--- src/rtl/clk_div_pkg.sv ---
// Shared defaults and helpers for the multi-channel clock divider.
package clk_div_pkg;

    localparam int CNT_W_DEF     = 8;
    localparam int DIV_RESET_DEF = 8;

    // A divisor of 0 has no meaning, so it behaves as divide-by-1.
    function automatic int unsigned div_norm(input int unsigned v);
        return (v == 0) ? 32'd1 : v;
    endfunction

    // Number of high cycles in one divided period; odd divisors get the extra one.
    function automatic int unsigned ceil_half(input int unsigned d);
        return (d + 32'd1) / 32'd2;
    endfunction

endpackage

--- src/rtl/clk_div_chan.sv ---
// One divider channel: phase counter, active/shadow divisor and registered outputs.
module clk_div_chan
    import clk_div_pkg::*;
#(
    parameter int CNT_W     = CNT_W_DEF,
    parameter int DIV_RESET = DIV_RESET_DEF
) (
    input  logic             clk,
    input  logic             reset_n,
    input  logic             enable,
    input  logic             sync,
    input  logic             wr,
    input  logic [CNT_W-1:0] val,
    output logic             clk_en,
    output logic             clk_div
);

    logic [CNT_W-1:0] cnt;
    logic [CNT_W-1:0] div;
    logic [CNT_W-1:0] shadow;
    logic             pend;
    logic [CNT_W-1:0] shadow_nxt;
    logic             pend_nxt;
    logic             wrap;

    // A write in the same cycle as an apply point is folded in before the apply.
    always_comb begin
        shadow_nxt = wr ? CNT_W'(div_norm(32'(val))) : shadow;
        pend_nxt   = pend | wr;
        wrap       = (cnt == div - CNT_W'(1));
    end

    always_ff @(posedge clk or negedge reset_n) begin
        if (!reset_n) begin
            cnt     <= '0;
            div     <= CNT_W'(DIV_RESET);
            shadow  <= CNT_W'(DIV_RESET);
            pend    <= 1'b0;
            clk_en  <= 1'b0;
            clk_div <= 1'b0;
        end else begin
            shadow <= shadow_nxt;
            pend   <= pend_nxt;
            if (!enable) begin
                cnt     <= '0;
                clk_en  <= 1'b0;
                clk_div <= 1'b0;
            end else if (sync || wrap) begin
                // Period boundary: the divisor only ever changes here, so no runt pulses.
                cnt     <= '0;
                clk_en  <= !sync;
                clk_div <= 1'b1;
                if (pend_nxt) begin
                    div  <= shadow_nxt;
                    pend <= 1'b0;
                end
            end else begin
                cnt     <= cnt + CNT_W'(1);
                clk_en  <= 1'b0;
                clk_div <= (32'(cnt) + 32'd1) < ceil_half(32'(div));
            end
        end
    end

endmodule

--- src/rtl/clk_div_gen.sv ---
// Multi-channel clock-enable / divided-clock generator with divisor write port and lock flag.
module clk_div_gen
    import clk_div_pkg::*;
#(
    parameter int NCHAN       = 4,
    parameter int CNT_W       = CNT_W_DEF,
    parameter int DIV_RESET   = DIV_RESET_DEF,
    parameter int LOCK_CYCLES = 16,
    parameter int SEL_W       = (NCHAN > 1) ? $clog2(NCHAN) : 1
) (
    input  logic             clk,
    input  logic             reset_n,
    input  logic             enable,
    input  logic             sync,
    input  logic             div_wr,
    input  logic [SEL_W-1:0] div_sel,
    input  logic [CNT_W-1:0] div_val,
    output logic             div_ack,
    output logic [NCHAN-1:0] clk_en,
    output logic [NCHAN-1:0] clk_div,
    output logic             locked
);

    localparam int LCW = $clog2(LOCK_CYCLES + 1);

    logic           wr_ok;
    logic [LCW-1:0] lock_cnt;

    assign wr_ok = div_wr && (32'(div_sel) < 32'(NCHAN));

    for (genvar g = 0; g < NCHAN; g++) begin : g_chan
        clk_div_chan #(
            .CNT_W     (CNT_W),
            .DIV_RESET (DIV_RESET)
        ) u_chan (
            .clk     (clk),
            .reset_n (reset_n),
            .enable  (enable),
            .sync    (sync),
            .wr      (wr_ok && (32'(div_sel) == 32'(g))),
            .val     (div_val),
            .clk_en  (clk_en[g]),
            .clk_div (clk_div[g])
        );
    end

    // Lock counter saturates at LOCK_CYCLES; divisor writes never disturb it.
    always_ff @(posedge clk or negedge reset_n) begin
        if (!reset_n) begin
            div_ack  <= 1'b0;
            lock_cnt <= '0;
            locked   <= 1'b0;
        end else begin
            div_ack <= wr_ok;
            if (!enable || sync) begin
                lock_cnt <= '0;
                locked   <= 1'b0;
            end else if (lock_cnt != LCW'(LOCK_CYCLES)) begin
                lock_cnt <= lock_cnt + LCW'(1);
                locked   <= (lock_cnt == LCW'(LOCK_CYCLES - 1));
            end
        end
    end

endmodule
--- config.mk ---
export PLATFORM = sky130hd
export DESIGN_NAME = clk_div_gen
export DESIGN_NICKNAME = d
export VERILOG_FILES = /design/src/rtl/clk_div_pkg.sv /design/src/rtl/clk_div_chan.sv /design/src/rtl/clk_div_gen.sv
export SDC_FILE = /design/constraint.sdc
export NUM_CORES = 1
export LEC_CHECK = 0
export ABC_AREA = 1
export BUFFER_PORTS_ARGS = -buffer_cell sky130_fd_sc_hd__buf_4
export CAP_MARGIN = 20
export CORE_MARGIN = 4
export CORE_UTILIZATION = 47
export CTS_BUF_LIST = sky130_fd_sc_hd__clkbuf_4 sky130_fd_sc_hd__clkbuf_8
export CTS_CLUSTER_SIZE = 16
export DETAILED_ROUTE_END_ITERATION = 10
export MAX_ROUTING_LAYER = met4
export SETUP_SLACK_MARGIN = 0.05
export SLEW_MARGIN = 5
export SYNTH_ARGS = -nofsm -noshare
export SYNTH_HDL_FRONTEND = slang
export SYNTH_HIERARCHICAL = 1
export SYNTH_SLANG_ARGS = --single-unit
--- constraint.sdc ---
create_clock -name clk -period 2.6 [get_ports clk]
set_clock_uncertainty 0.15 [all_clocks]
set_input_delay 0.39 -clock clk [delete_from_list [all_inputs] [get_ports clk]]
set_output_delay 0.39 -clock clk [all_outputs]
set_load 0.005 [all_outputs]
Word-level counts from Yosys, hierarchy flattened
Index checks and enable logic that the tools add are counted.

Bits in registers: 115. Input bits: 15. Word-level logic and storage cells: 120.

$add $sub $neg: 17. Magnitude comparators: 4. Equality and inequality tests: 9. Mux-type cells: 41. Bitwise gates (word level): 4. Reduce and logical (&&, ||, !) cells: 18.

Operators with widths (number): $lt 32x31->1 (4); $mux 8 (13); $add 8x1->9 const B (8); $add 8x1->8 const B (4); $eq 8x8->1 (4); $sub 8x1->8 const B (4); $mux 1 (26); $reduce_and 3->1 (4); $mux 5 (2); $logic_not 8->1 (1); $add 5x1->5 const B (1); $eq 5x4->1 const B (1); $logic_or 1x1->1 (5); $ne 5x5->1 const B (1); $eq 2x2->1 const B (2); $logic_and 1x1->1 (4); $or 1x1->1 (4); $eq 2x1->1 const B (1); $logic_not 1->1 (2); $logic_not 2->1 (1); $reduce_bool 2->1 (1).

Depth between registers and ports, before layout
Depth after elaboration: 5. Depth in mapped cells: 15.

By module
The synthesis kept the hierarchy.

Modules (own cells, without submodules): clk_div_chan at g_chan[0].u_chan ... (times used 3, cells an instance 222, area an instance 1838.0 sq um); clk_div_chan at g_chan[2].u_chan (times used 1, cells an instance 221, area an instance 1844.3 sq um); clk_div_gen (times used 1, cells an instance 48, area an instance 396.6 sq um).

Least setup slack after synthesis
Ideal clock, no wire load.

Kind: register to register. Start point: register g_chan[0].u_chan.cnt[0]. End point: register g_chan[0].u_chan.clk_div. Arrival time: 1.961 ns. Required time: 2.333 ns. Setup slack: 0.372 ns. Stages on the path, launching flop included: 15. Buffers on the path: 0. Period minus slack after synthesis: 2.228 ns. Cell sequence: dfrtp_1 ha_1 nand2_1 inv_1 nand2_1 nor3b_1 xor2_1 inv_1 ha_1 nand2_1 nand3b_1 nor2_1 nor2_1 nand3_1 nand2_1.

Longest elaborated chain between the ends: 4. Elaborated cells between the ends (all ways): 6. Classes of those cells: add/sub (1); order compare (1); eq/ne (1); mux (2); reduce/logical (1).

Ends and longest elaborated chain: start: declaration (line clk_div_chan.sv:18) `logic [CNT_W-1:0] cnt;`; start signal: assignment (line clk_div_chan.sv:58) `cnt <= cnt + CNT_W'(1);`; $add 8x1->9 or $eq 8x8->1 (tied branches) (line clk_div_chan.sv:60, clk_div_chan.sv:30); $lt 32x31->1 or $logic_or 1x1->1 (tied branches) (line clk_div_chan.sv:60, clk_div_chan.sv:48); $mux 1 * (line clk_div_chan.sv:48) `end else if (sync || wrap) begin`; $mux 1 * (line clk_div_chan.sv:44) `if (!enable) begin`; end signal: assignment (line clk_div_chan.sv:60) `clk_div <= (32'(cnt) + 32'd1) < ceil_half(32'(div));`; end: declaration (line clk_div_chan.sv:15) `output logic clk_div`.

Every way passes the cells marked *; elsewhere a longest branch is shown, timed or not. A chain may end at the register's enable or synchronous reset.

Final worst setup path
Start point: register g_chan[1].u_chan.cnt[1]. End point: register g_chan[1].u_chan.clk_div.

Longest elaborated chain between the ends: 4. Elaborated cells between the ends (all ways): 6. Classes of those cells: add/sub (1); order compare (1); eq/ne (1); mux (2); reduce/logical (1).

Ends and longest elaborated chain (line): start: declaration (clk_div_chan.sv:18); start signal: assignment (clk_div_chan.sv:58); $add 8x1->9 or $eq 8x8->1 (tied branches) (clk_div_chan.sv:60, clk_div_chan.sv:30); $lt 32x31->1 or $logic_or 1x1->1 (tied branches) (clk_div_chan.sv:60, clk_div_chan.sv:48); $mux 1 * (clk_div_chan.sv:48); $mux 1 * (clk_div_chan.sv:44); end signal: assignment (clk_div_chan.sv:60); end: declaration (clk_div_chan.sv:15).

Marked as above.

==> flow_summary.toml <==
[outcome]
status = "complete, no violations"

[synth]
synth_nets = 993
synth.yosys.seq_area_share = 0.372
synth_warnings = 6
netlist-cell-type-count = 38
synth_edf_count = 0
syn_area_sq_um = 7750
avgSynthCellArea_sq_um = 8.29
synthFlopType = "dfrtp_1"
async_reset_ff_frac = 1.00
ys_ff_latch = 115
syn_inst = 935

[place]
hpwl_um = 12100
place_inst = 1176
io_buffers = 24
place_congestion = 0.864

[critical_path]
reg2regPathDepth = 14
r2r-start = "g_chan[1].u_chan/cnt[1]"
regToRegSetupSlack_ps = 200
crit_path_max_fanout = 3
r2r-end = "g_chan[1].u_chan/clk_div"
worstPathArrival_ps = 2580
cp-start-kind = "flop"
required_ps = 2780
endpoint_kind = "flop"
criticalPathCategory = "flop to flop"

[timing]
finalCritPeriodShare = 0.924
period_needed_ps = 2400
finalSetupViolations = 0
fmax_mhz = 416
finalHoldViolations = 0
relSlewSlack = 0.594
holdWs_ps = 130
drv_slew = 0
tightest_slew_ps = 609
fin_tns_setup_ps = 0

[power_and_ir_drop]
netSwitchingPower_mw = 2.52
swShare = 0.381
seqPwrFrac = 0.366
p_leak_nw = 4.32
p_comb_frac = 0.389
ir_drop_mv = 0.311
powerDensity_nw_per_um2 = 763
internal_power_mw = 4.10
p_clk_frac = 0.245

[clock_network]
cts_tree = "yes"
clk_path_buf_depth = 2
cts_root_buffer = "clkbuf_8"
numCtsBuffers = 17
clkLatencyLatePin_ps = 440
cts_max_level = 4
clkTransAtPathRegs_ps = 60
cts_sinks = 115

[final_layout]
layoutNonFillerInstCount = 1216
final_cell_mix = "nand2_1, dfrtp_1, inv_1"
fillers = 1532
nNetsFinal = 1046
syn_to_final_growth_pct = 11.9
seqCellArea_sq_um = 2890
diodes = 0
layout_commonest_cell = "nand2_1"
drive_gt1_frac = 0.228
multi_input_area_sq_um = 4230

[route]
wl_per_cell_um = 13.6
via_per_inst = 4.94
ant_nets = 0
wl_um = 16500
dr.pass1.iters = 4
first_iter_violations = 316
dr_total_vias = 6001
drc_errors = 0

[hold_path]
holdPathStages = 3
hp-start = "div_val[0]"
min_path_type = "primary input to flop"
min_to = "g_chan[3].u_chan/shadow[0]"

[grt]
grt_use_total = 0.193
antenna_found_initial = 0
grt_max_degree = 68
grt_first_pass_wirelength_um = 27900
gr-total-overflow = 0
grt_pass1_vias = 5622

[floorplan]
die_area_sq_um = 18600
row_count = 46
initial_core_util = 0.485
ios = 25
dieWidth_um = 136
coreArea_sq_um = 16000
die_y_um = 136

[job]
cap_violations = 0
==> critical path: stages, from the launching register on <==
cell      delay (ps)
dfrtp_1          400
ha_2             210
nand2_1           60
inv_1             90
nand2_2           80
nor3b_2          210
xor2_1           230
inv_1            110
ha_4             280
nand2_1           50
nand3b_1         170
inv_1             70
nand3_1           70
nand3_1           80
nand2_1           50
==> logic make-up after synthesis <==
| logic type | share of synthesized area |
|---|---|
| DFF | 0.372 |
| muxes | 0.0407 |
| and+or+nand+nor | 0.323 |
| adders and majority gates | 0.0694 |
| AOI/OAI and AO/OA | 0.0323 |
| buffers and inverters | 0.0891 |
| xor gates and xnor gates | 0.0734 |
==> state kept, by name, indices dropped and copies added, names as in the netlist <==
signal and flops:
g_chan.u_chan/clk_en 4, g_chan.u_chan/div 32, div_ack 1, g_chan.u_chan/pend 4, locked 1, g_chan.u_chan/clk_div 4
g_chan.u_chan/shadow 32, g_chan.u_chan/cnt 32, lock_cnt 5
==> Yosys cell counts, types with 14 or more instances <==
cell type  number  share of area
nand2_1       198          0.096
dfrtp_1       107           0.35
inv_1         101          0.049
nand3_1        98          0.063
nor2_1         77          0.037
ha_1           43          0.069
xor2_1         36          0.041
xnor2_1        29          0.033
mux2_2         28          0.041
nor3_1         19          0.012
nor2_2         17          0.014
a21oi_1        16          0.010
inv_2          16         0.0077
nor3_2         15          0.019
nand2_2        14          0.011
nor2_4         14          0.020
==> power groups by stage <==
stage | Combinational (mW) | Sequential [mW] | Clock [mW]
after floorplan | 2.16 | 2.35 | 0
after global placement | 2.55 | 2.44 | 0
after detailed placement | 2.56 | 2.45 | 0
after CTS | 2.57 | 2.42 | 1.67
after global routing | 2.95 | 2.47 | 1.75
final | 2.58 | 2.42 | 1.62
==> repair_timing <==
action / in CTS / in global routing
setup buffers: 0 / 7
setup endpoints to repair: 0 / 4
endpoints found under the hold margin: 108 / 0
resized for setup: 0 / 14
hold buffers: 2 / 0
==> worst max-delay path by stage <==
stage,slack (ps),endpoint,startpoint
CTS,150,g_chan[1].u_chan/clk_div,g_chan[1].u_chan/cnt[0]
global route,-6,g_chan[1].u_chan/clk_div,g_chan[1].u_chan/cnt[1]
floorplan,370,g_chan[0].u_chan/clk_div,g_chan[0].u_chan/cnt[0]
detailed placement,190,g_chan[1].u_chan/clk_div,g_chan[1].u_chan/cnt[0]
finish,200,g_chan[1].u_chan/clk_div,g_chan[1].u_chan/cnt[1]
global placement,250,g_chan[3].u_chan/clk_div,g_chan[3].u_chan/cnt[0]
==> layer usage <==
layer / GRT usage / share of wire / up-vias / wire length, um
li1: - / - / 3122 / -
met1: 0.264 / 0.49 / 2801 / 8130
met2: 0.297 / 0.47 / 60 / 7820
met3: 0.0344 / 0.023 / 18 / 381
met4: 0.0538 / 0.011 / 0 / 174
met5: - / 0 / - / 0
==> final cells by class <==
| type | count | share of cell area |
|---|---|---|
| inverter | 126 | 0.0545 |
| clock inverter | 5 | 0.00577 |
| multi-input combinational | 673 | 0.487 |
| tap | 216 | 0.0311 |
| clock buffer | 26 | 0.0383 |
| sequential | 115 | 0.333 |
| timing repair buffer | 55 | 0.0496 |
==> stage by stage <==
stage	cell area, sq um	utilization	setup slack (ps)	power [mW]
5_1_grt	8680	0.542	-6.23	7.17
3_3_place_gp	8170	0.510	254	4.99
2_1_floorplan	7750	-	372	4.51
4_1_cts	8570	0.536	151	6.67
6_report	8680	0.542	198	6.62
3_5_place_dp	8170	0.510	194	5.01
(Power assumes the default switching activity.)
